## src/rtl/reset_sequencer_if.sv

```systemverilog
// reset_sequencer_if
//   Groups the soft-reset request and the sequencer's status outputs.
//   Parameter NUM_DOMAINS sets the width of dom_rst and must match the
//   sequencer instance it connects to.
//
//   Signals:
//     soft_rst   asynchronous soft-reset request (rising edge acts)
//     dom_rst    per-domain reset, active-high
//     ready      high when every domain is released
//     rst_count  saturating count of soft resets performed
//     hb         heartbeat LED
//     state      FSM state for debug/checkers (0 SYNC, 1 RELEASE, 2 RUN, 3 HOLD)
//
//   Handshake: there is no valid/ready transfer on this interface. soft_rst
//   is a level request whose rising edge starts one soft reset; ready is a
//   level status, not a flow-control signal, and carries no acknowledge.
//
//   Modports: master = sequencer side, slave = board/fabric side.
`timescale 1ns/1ps

interface reset_sequencer_if #(
  parameter int NUM_DOMAINS = 4
);
  logic                   soft_rst;
  logic [NUM_DOMAINS-1:0] dom_rst;
  logic                   ready;
  logic [7:0]             rst_count;
  logic                   hb;
  logic [1:0]             state;

  modport master (
    input  soft_rst,
    output dom_rst, ready, rst_count, hb, state
  );

  modport slave (
    output soft_rst,
    input  dom_rst, ready, rst_count, hb, state
  );
endinterface

```

## src/rtl/reset_sequencer.sv

```systemverilog
// reset_sequencer
//   Board-level reset sequencer. Synchronises the external reset, releases
//   NUM_DOMAINS downstream resets in order 0..NUM_DOMAINS-1 spaced by
//   STAGGER_CYCLES, and re-runs the sequence after a synchronised soft-reset
//   request (held for at least HOLD_CYCLES). All outputs are registered.
//
//   Ports:
//     clk    single buffered clock
//     rst_n  asynchronous active-low reset
//     bus    reset_sequencer_if.master (soft_rst in; dom_rst, ready,
//            rst_count, hb, state out)
//
//   Build option: define RESET_SEQ_HEARTBEAT_EN to get a heartbeat on hb
//   that toggles every 2^HB_DIV_LOG2 cycles while ready is high. Without it
//   hb is tied low and no heartbeat counter exists.
`timescale 1ns/1ps

module reset_sequencer #(
  parameter int NUM_DOMAINS    = 4,
  parameter int SYNC_STAGES    = 4,
  parameter int STAGGER_CYCLES = 8,
  parameter int HOLD_CYCLES    = 16,
  parameter int HB_DIV_LOG2    = 24
) (
  input logic              clk,
  input logic              rst_n,
  reset_sequencer_if.master bus
);

  localparam int CNT_MAX = (STAGGER_CYCLES > HOLD_CYCLES) ? STAGGER_CYCLES : HOLD_CYCLES;
  localparam int CNT_W   = $clog2(CNT_MAX + 1);
  localparam int IDX_W   = $clog2(NUM_DOMAINS) + 1;

  localparam logic [CNT_W-1:0] STAG_LAST = CNT_W'(STAGGER_CYCLES - 1);
  localparam logic [CNT_W-1:0] HOLD_LAST = CNT_W'(HOLD_CYCLES - 1);
  localparam logic [IDX_W-1:0] IDX_DONE  = IDX_W'(NUM_DOMAINS);

  typedef enum logic [1:0] {
    S_SYNC    = 2'd0,
    S_RELEASE = 2'd1,
    S_RUN     = 2'd2,
    S_HOLD    = 2'd3
  } state_t;

  // External reset synchroniser: set asynchronously, zeros shift in after release.
  logic [SYNC_STAGES-1:0] sync_q;
  logic                   rst_sync;

  always_ff @(posedge clk or negedge rst_n) begin
    if (!rst_n) begin
      sync_q <= '1;
    end else begin
      sync_q <= {sync_q[SYNC_STAGES-2:0], 1'b0};
    end
  end

  assign rst_sync = sync_q[SYNC_STAGES-1];

  // Soft-reset request: two-flop synchroniser plus a delay flop for edge detect.
  logic soft_s1_q, soft_s2_q, soft_dly_q;
  logic soft_edge;

  always_ff @(posedge clk or negedge rst_n) begin
    if (!rst_n) begin
      soft_s1_q  <= 1'b0;
      soft_s2_q  <= 1'b0;
      soft_dly_q <= 1'b0;
    end else begin
      soft_s1_q  <= bus.soft_rst;
      soft_s2_q  <= soft_s1_q;
      soft_dly_q <= soft_s2_q;
    end
  end

  assign soft_edge = soft_s2_q & ~soft_dly_q;

  // Sequencer state and registered outputs.
  state_t                 state_q, state_d;
  logic [CNT_W-1:0]       cnt_q, cnt_d;
  logic [IDX_W-1:0]       idx_q, idx_d;
  logic [NUM_DOMAINS-1:0] dom_q, dom_d;
  logic                   ready_q, ready_d;
  logic [7:0]             count_q, count_d;
  logic [7:0]             count_inc;

  always_ff @(posedge clk or negedge rst_n) begin
    if (!rst_n) begin
      state_q <= S_SYNC;
      cnt_q   <= '0;
      idx_q   <= '0;
      dom_q   <= '1;
      ready_q <= 1'b0;
      count_q <= 8'd0;
    end else begin
      state_q <= state_d;
      cnt_q   <= cnt_d;
      idx_q   <= idx_d;
      dom_q   <= dom_d;
      ready_q <= ready_d;
      count_q <= count_d;
    end
  end

  assign count_inc = (count_q == 8'hFF) ? count_q : count_q + 8'd1;

  always_comb begin
    state_d = state_q;
    cnt_d   = cnt_q;
    idx_d   = idx_q;
    dom_d   = dom_q;
    ready_d = ready_q;
    count_d = count_q;

    unique case (state_q)
      S_SYNC: begin
        // Soft requests are ignored until the external reset has been released.
        if (!rst_sync) begin
          state_d  = S_RELEASE;
          dom_d[0] = 1'b0;
          cnt_d    = '0;
          idx_d    = IDX_W'(1);
        end
      end

      S_RELEASE: begin
        if (soft_edge) begin
          state_d = S_HOLD;
          dom_d   = '1;
          ready_d = 1'b0;
          cnt_d   = '0;
          count_d = count_inc;
        end else if (idx_q == IDX_DONE) begin
          // Last domain was released on the previous edge.
          state_d = S_RUN;
          ready_d = 1'b1;
          cnt_d   = '0;
        end else if (cnt_q == STAG_LAST) begin
          cnt_d = '0;
          for (int i = 0; i < NUM_DOMAINS; i++) begin
            if (idx_q == IDX_W'(i)) dom_d[i] = 1'b0;
          end
          idx_d = idx_q + IDX_W'(1);
        end else begin
          cnt_d = cnt_q + CNT_W'(1);
        end
      end

      S_RUN: begin
        if (soft_edge) begin
          state_d = S_HOLD;
          dom_d   = '1;
          ready_d = 1'b0;
          cnt_d   = '0;
          count_d = count_inc;
        end
      end

      S_HOLD: begin
        // A fresh request while holding only stretches the hold.
        if (soft_edge) begin
          cnt_d = '0;
        end else if (cnt_q == HOLD_LAST) begin
          state_d  = S_RELEASE;
          dom_d[0] = 1'b0;
          cnt_d    = '0;
          idx_d    = IDX_W'(1);
        end else begin
          cnt_d = cnt_q + CNT_W'(1);
        end
      end

      default: begin
        state_d = S_SYNC;
      end
    endcase
  end

  assign bus.dom_rst   = dom_q;
  assign bus.ready     = ready_q;
  assign bus.rst_count = count_q;
  assign bus.state     = state_q;

`ifdef RESET_SEQ_HEARTBEAT_EN
  logic [HB_DIV_LOG2-1:0] hb_cnt_q;
  logic                   hb_q;

  always_ff @(posedge clk or negedge rst_n) begin
    if (!rst_n) begin
      hb_cnt_q <= '0;
      hb_q     <= 1'b0;
    end else if (!ready_q) begin
      hb_cnt_q <= '0;
      hb_q     <= 1'b0;
    end else begin
      hb_cnt_q <= hb_cnt_q + HB_DIV_LOG2'(1);
      if (&hb_cnt_q) hb_q <= ~hb_q;
    end
  end

  // Gate with ready so hb drops on the same edge ready does.
  assign bus.hb = hb_q & ready_q;
`else
  // No heartbeat in this build; the divider parameter only keeps the
  // parameter list identical between builds.
  assign bus.hb = 1'b0 & (HB_DIV_LOG2 > 0);
`endif

endmodule
```

## src/flat_wrapper.sv

```systemverilog
// flat-port wrapper written by rule: the top's interface ports become plain ports
module reset_sequencer_flat 
#(
  parameter int NUM_DOMAINS    = 4,
  parameter int SYNC_STAGES    = 4,
  parameter int STAGGER_CYCLES = 8,
  parameter int HOLD_CYCLES    = 16,
  parameter int HB_DIV_LOG2    = 24
)
  (clk, rst_n, bus_soft_rst, bus_dom_rst, bus_ready, bus_rst_count, bus_hb, bus_state);
  reset_sequencer_if #(.NUM_DOMAINS(NUM_DOMAINS)) bus_i ();
  input logic clk;
  input logic rst_n;
  input wire logic [$bits(bus_i.soft_rst)-1:0] bus_soft_rst;
  output wire logic [$bits(bus_i.dom_rst)-1:0] bus_dom_rst;
  output wire logic [$bits(bus_i.ready)-1:0] bus_ready;
  output wire logic [$bits(bus_i.rst_count)-1:0] bus_rst_count;
  output wire logic [$bits(bus_i.hb)-1:0] bus_hb;
  output wire logic [$bits(bus_i.state)-1:0] bus_state;
  assign bus_i.soft_rst = bus_soft_rst;
  assign bus_dom_rst = bus_i.dom_rst;
  assign bus_ready = bus_i.ready;
  assign bus_rst_count = bus_i.rst_count;
  assign bus_hb = bus_i.hb;
  assign bus_state = bus_i.state;
  reset_sequencer #(.NUM_DOMAINS(NUM_DOMAINS), .SYNC_STAGES(SYNC_STAGES), .STAGGER_CYCLES(STAGGER_CYCLES), .HOLD_CYCLES(HOLD_CYCLES), .HB_DIV_LOG2(HB_DIV_LOG2)) u_core (.clk(clk), .rst_n(rst_n), .bus(bus_i));
endmodule
```

## config.mk

```make
export PLATFORM = sky130hd
export DESIGN_NAME = reset_sequencer_flat
export DESIGN_NICKNAME = d
export VERILOG_FILES = /design/src/rtl/reset_sequencer_if.sv /design/src/rtl/reset_sequencer.sv /design/src/flat_wrapper.sv
export SDC_FILE = /design/constraint.sdc
export NUM_CORES = 1
export LEC_CHECK = 0
export BUFFER_PORTS_ARGS = -buffer_cell sky130_fd_sc_hd__buf_2
export CAP_MARGIN = 5
export CELL_PAD_IN_SITES_DETAIL_PLACEMENT = 1
export CELL_PAD_IN_SITES_GLOBAL_PLACEMENT = 1
export CORE_ASPECT_RATIO = 1.1
export CORE_UTILIZATION = 45
export CTS_CLUSTER_DIAMETER = 30
export CTS_CLUSTER_SIZE = 14
export DETAILED_ROUTE_END_ITERATION = 12
export GPL_TIMING_DRIVEN = 1
export PLACE_DENSITY_LB_ADDON = 0.1
export SYNTH_ARGS = -nofsm -noshare
export SYNTH_HDL_FRONTEND = slang
export SYNTH_SLANG_ARGS = --single-unit
export TNS_END_PERCENT = 1
```

## constraint.sdc

```tcl
create_clock -name clk -period 1.9 [get_ports clk]
set_input_delay 0.38 -clock clk [delete_from_list [all_inputs] [get_ports clk]]
set_output_delay 0.38 -clock clk [all_outputs]
set_load 0.01 [all_outputs]
```

**After elaboration in Yosys (flattened, before gate mapping)**

Cells that the tools add are included.

- Register bits: 30
- Input bits: 3
- Output and inout port bits: 16
- Logic and storage cells: 96

- Add/subtract/negate cells: 3
- Eq/ne operators: 24
- Mux-type cells: 39
- Bitwise operators: 3
- Reduce and logical (&&, ||, !) cells: 14

Operators with widths:

| cell | number |
|---|---|
| $mux W5 | 7 |
| $pmux W5 S4 | 1 |
| $reduce_and A5 Y1 | 4 |
| $mux W3 | 6 |
| $ne A3 B1 Y1 const B | 6 |
| $mux W4 | 4 |
| $reduce_and A7 Y1 | 2 |
| $mux W2 | 6 |
| $mux W1 | 10 |
| $pmux W3 S3 | 1 |
| $add A8 B1 Y8 const B | 1 |
| $eq A8 B8 Y1 const B | 1 |
| $ne A2 B2 Y1 const B | 4 |
| $pmux W2 S4 | 1 |
| $eq A3 B2 Y1 const B | 2 |
| $ne A2 B1 Y1 const B | 3 |
| $pmux W3 S2 | 1 |
| $reduce_and A3 Y1 | 2 |
| $add A5 B1 Y5 const B | 1 |
| $eq A5 B3 Y1 const B | 1 |
| $eq A5 B4 Y1 const B | 1 |
| $eq A2 B2 Y1 const B | 2 |
| $pmux W1 S4 | 1 |
| $add A3 B1 Y3 const B | 1 |
| other kinds (13) | 14 |

**Depth between registers and ports, before layout**

- Depth after elaboration: 6
- Depth in mapped cells: 7
- Mapped depth without buffers: 7

**Worst setup path after synthesis**

Ideal clock, no wire load.

- Path kind: register to register
- Start: register u_core.state_q[0], in the netlist u_core.bus.state[0]
- End: register u_core.count_q[1], in the netlist u_core.bus.rst_count[1]
- Setup time: 125 ps
- Data arrival time: 1681 ps
- Required time: 1775 ps
- Slack: 94 ps
- Cell stages (with the launch flop): 6
- Path buffers: 0
- Period minus slack after synthesis: 1806 ps
- Cell sequence: dfrtp_1 -> inv_1 -> ha_1 -> nand3b_1 -> a41oi_2 -> mux2_2

- Word-level cells in the longest chain between the ends: 3
- Elaborated cells between the ends (all ways): 4
- Classes of those cells: eq/ne (2); reduce/logical (2)

Ends and longest elaborated chain:

| element | line | RTL |
|---|---|---|
| start: declaration | reset_sequencer.sv:78 | `state_t state_q, state_d;` |
| start signal: assignment | reset_sequencer.sv:95 | `state_q <= state_d;` |
| $eq A2 B1 Y1 / $eq A2 B2 Y1 (equally long branches) | reset_sequencer.sv:114 | `unique case (state_q)` |
| $reduce_or A2 Y1 (no source line) (*) | -- |  |
| $reduce_and A3 Y1 (no source line) (*) | -- |  |
| end signal: assignment | reset_sequencer.sv:100 | `count_q <= count_d;` |
| end: declaration | reset_sequencer.sv:83 | `logic [7:0] count_q, count_d;` |

Mark *: on every way between the ends. The rest lies on a longest branch, timed or not.
A chain may end at the register's enable or synchronous reset.

**Final worst setup path**

- Start: register u_core.state_q[1], in the netlist u_core.bus.state[1]
- End: register u_core.state_q[1], in the netlist u_core.bus.state[1]

- Word-level cells in the longest chain between the ends: 3
- Elaborated cells between the ends (all ways): 11
- Classes of those cells: eq/ne (8); mux (1); reduce/logical (2)

Ends and longest elaborated chain:

| element | line |
|---|---|
| $eq A2 B1 Y1 (tied with other cells) | reset_sequencer.sv:114 |
| $ne A3 B1 Y1 (no source line) (tied with other cells) | -- |
| $reduce_and A5 Y1 (no source line) | -- |

Parallel ways exist; a longest one is shown, timed or not.

==> out/metrics.yaml <==
outcome:
  status: "complete, no violations"
yosys:
  synth_cells: 153
  syn_area_per_cell_um2: 10.97
  ys_seq_area_share_pct: 45.34
  synth_edf_count: 0
  synth.distinct_cells: 52
  syn_area_um2: 1678
  yosysTopAreaCell: "dfrtp_1"
  synth_top_area_share_pct: 32.81
  synth_flop_cell: "dfrtp_1"
  synth_warnings: 0
  synth_most_common_cell: "dfrtp_1"
  synth.area.top_cells: "dfrtp_1 (33%), dfstp_2 (13%), ha_1 (10%)"
  async_flop_share_pct: 100.0
  synth.ff_latch_count: 30
  synth_commonest_cells: "dfrtp_1 (22), nand2_1 (18), ha_1 (14)"
sta:
  worst_clock_skew_ps: 16.44
  finalHoldViolCount: 0
  slew_viol_final: 0
  tns_ps: 0
  tightest_slew_ps: 685.2
  slew_headroom_pct: 54.32
  clock.fmax_mhz: 550.6
  grt_setup_unrepaired: "false"
  whs_ps: 69.97
  period_share_pct: 95.59
  setup_viol: 0
  post-route-min-period_ps: 1816
clock_network:
  clk_path_buf_depth: 2
  tritoncts: "yes"
  insertion_delay_ps: 330
  cts_sinks: 30
  clockRootBuffer: "clkbuf_4"
  clkSlewWorstSetupHoldPaths_ps: 100
  numCtsBuffers: 5
  h-tree-depth: 2
setup_path:
  cp.arrival_ps: 2040
  startpoint_type: "flip-flop"
  end_kind: "flip-flop"
  path_class: "reg2reg"
  timing.critical_path.required_ps: 2120
  crit_fanout: 7
pwr:
  p_leak_nw: 0.9025
  power_density_nw_per_um2: 1359
  ir_worst_vdd_mv: 0.5724
floorplanning:
  start_util_pct: 48.76
  io_pins: 19
  die-area_um2: 3977
  dieHeight_um: 66.04
  rows: 22
  core_um2: 3441
  die_x_um: 60.22
finish:
  area_growth_pct: 13.42
  final_cells: 228
  drive_gt1_share_pct: 30.00
  fin_util_pct: 55.31
  final_nets: 196
  antennaDiodeCount: 0
  final_cell_area_um2: 1903
route:
  drt-pass1-iter-count: 4
  drc: 0
  num_vias: 1276
  drt_iter0_markers: 47
  detail_route.wl_per_cell_um: 17.09
  drtAntennaViolNets: 0
  avgViaCountPerCell: 5.596
  wl_um: 3896
placement:
  portBuffers: 17
  gp_congestion: 0.7840
  post-dp-hpwl_um: 2916
  dp_cells: 220
  placed_area_um2: 1833
global_route:
  antenna_found_initial: 0
  grt_pass1_vias: 1345
  grt.total_usage_pct: 22.61
  grt_pass1_wl_um: 6444
  grt_overflow: 0
  grt_max_degree: 31
flow_run:
  max_cap_viol_count: 0
hold_path:
  hold_class: "in2async"
## state kept, by name, indices dropped and copies added, names as in the netlist
signal / flops
u_core.bus.dom_rst: 4
u_core.idx_q: 3
u_core.sync_q: 4
u_core.cnt_q: 5
u_core.bus.ready: 1
u_core.soft_s2_q: 1
u_core.bus.rst_count: 8
u_core.soft_s1_q: 1
u_core.bus.state: 2
u_core.soft_dly_q: 1
## critical path, stage by stage, from the launching register on
cell	delay [ps]
dfrtp_2	460
inv_1	90
ha_2	250
a21bo_2	310
o211ai_1	230
mux2_2	370
## metal layers
layer / part of all wire, % / up-vias / global-route usage (%) / wire length, um
li1: - / 599 / - / -
met1: 42 / 645 / 27.67 / 1630
met2: 53 / 22 / 37.77 / 2073
met3: 2.8 / 10 / 4.697 / 111
met4: 2.1 / 0 / 9.593 / 80
met5: 0 / - / 0 / 0
## path summary, 6_finish.rpt
check	from	to	slack [ps]	cells past startpoint
max	u_core.bus.state[1]	u_core.bus.state[1]	80	5
min	rst_n	u_core.cnt_q[3]	70	1
max reg2reg	u_core.bus.state[1]	u_core.bus.state[1]	80	5
min reg2reg	u_core.sync_q[2]	u_core.sync_q[3]	350	0
max in group asynchronous	rst_n	u_core.bus.state[1]	1340	1
min in group clk	bus_soft_rst	u_core.soft_s1_q	160	1
## cell usage in the layout (no fill, tap or decap), types with 4 or more instances in the layout
master,n
dfrtp_1,21
nand2_1,18
buf_2,17
ha_1,13
inv_1,10
dfstp_2,8
nand3_1,7
nor2_1,7
a31oi_1,7
clkbuf_4,5
a21oi_1,4
a211o_1,4
and3_1,4
buf_4,4
## area by class of cell
class,instances,area [um2]
Sequential cell,30,762.0
Clock inverter,1,5.005
Tap cell,48,60.06
Inverter,10,37.54
Timing Repair Buffer,21,115.1
Clock buffer,7,55.05
Fill cell,393,1538
Multi-Input combinational cell,111,868.3
## stage by stage
step | setup WS, ps | power (W)
6_report | 83.78 | 0.002587
3_5_place_dp | 57.35 | 0.002169
2_1_floorplan | 94.20 | 0.001754
4_1_cts | 25.10 | 0.002582
5_1_grt | 5.071 | 0.002772
3_3_place_gp | 148.4 | 0.002104
## what timing repair did
| action | 4_1_cts | 5_1_grt |
|---|---|---|
| gates resized for setup | 0 | 3 |
| setup endpoints to repair | 0 | 6 |
| buffers inserted | 0 | 0 |
| hold buffers | 0 | 0 |
## power by group
| group | internal (W) | switching, W | leakage (nW) |
|---|---|---|---|
| Sequential | 0.000821 | 0.000142 | 0.360 |
| Clock | 0.000179 | 0.000223 | 0.0353 |
| Combinational | 0.000510 | 0.000711 | 0.507 |
| Total | 0.00151 | 0.00108 | 0.902 |
## logic make-up (layout without fill, tap and decap cells)
logic type / Yosys count / count (layout) / synth area share, %
adder cells (fa/ha/maj): 14 / 14 / 10.44
XOR/XNOR: 4 / 4 / 2.088
buffers and inverters: 13 / 39 / 3.654
AO/OA/AOI/OAI: 36 / 36 / 17.60
AND/OR/NAND/NOR: 50 / 50 / 17.15
multiplexers: 5 / 5 / 3.504
other: 1 / 2 / 0.2235
flip-flops: 30 / 30 / 45.34
Power figures use the tool's default switching activity.
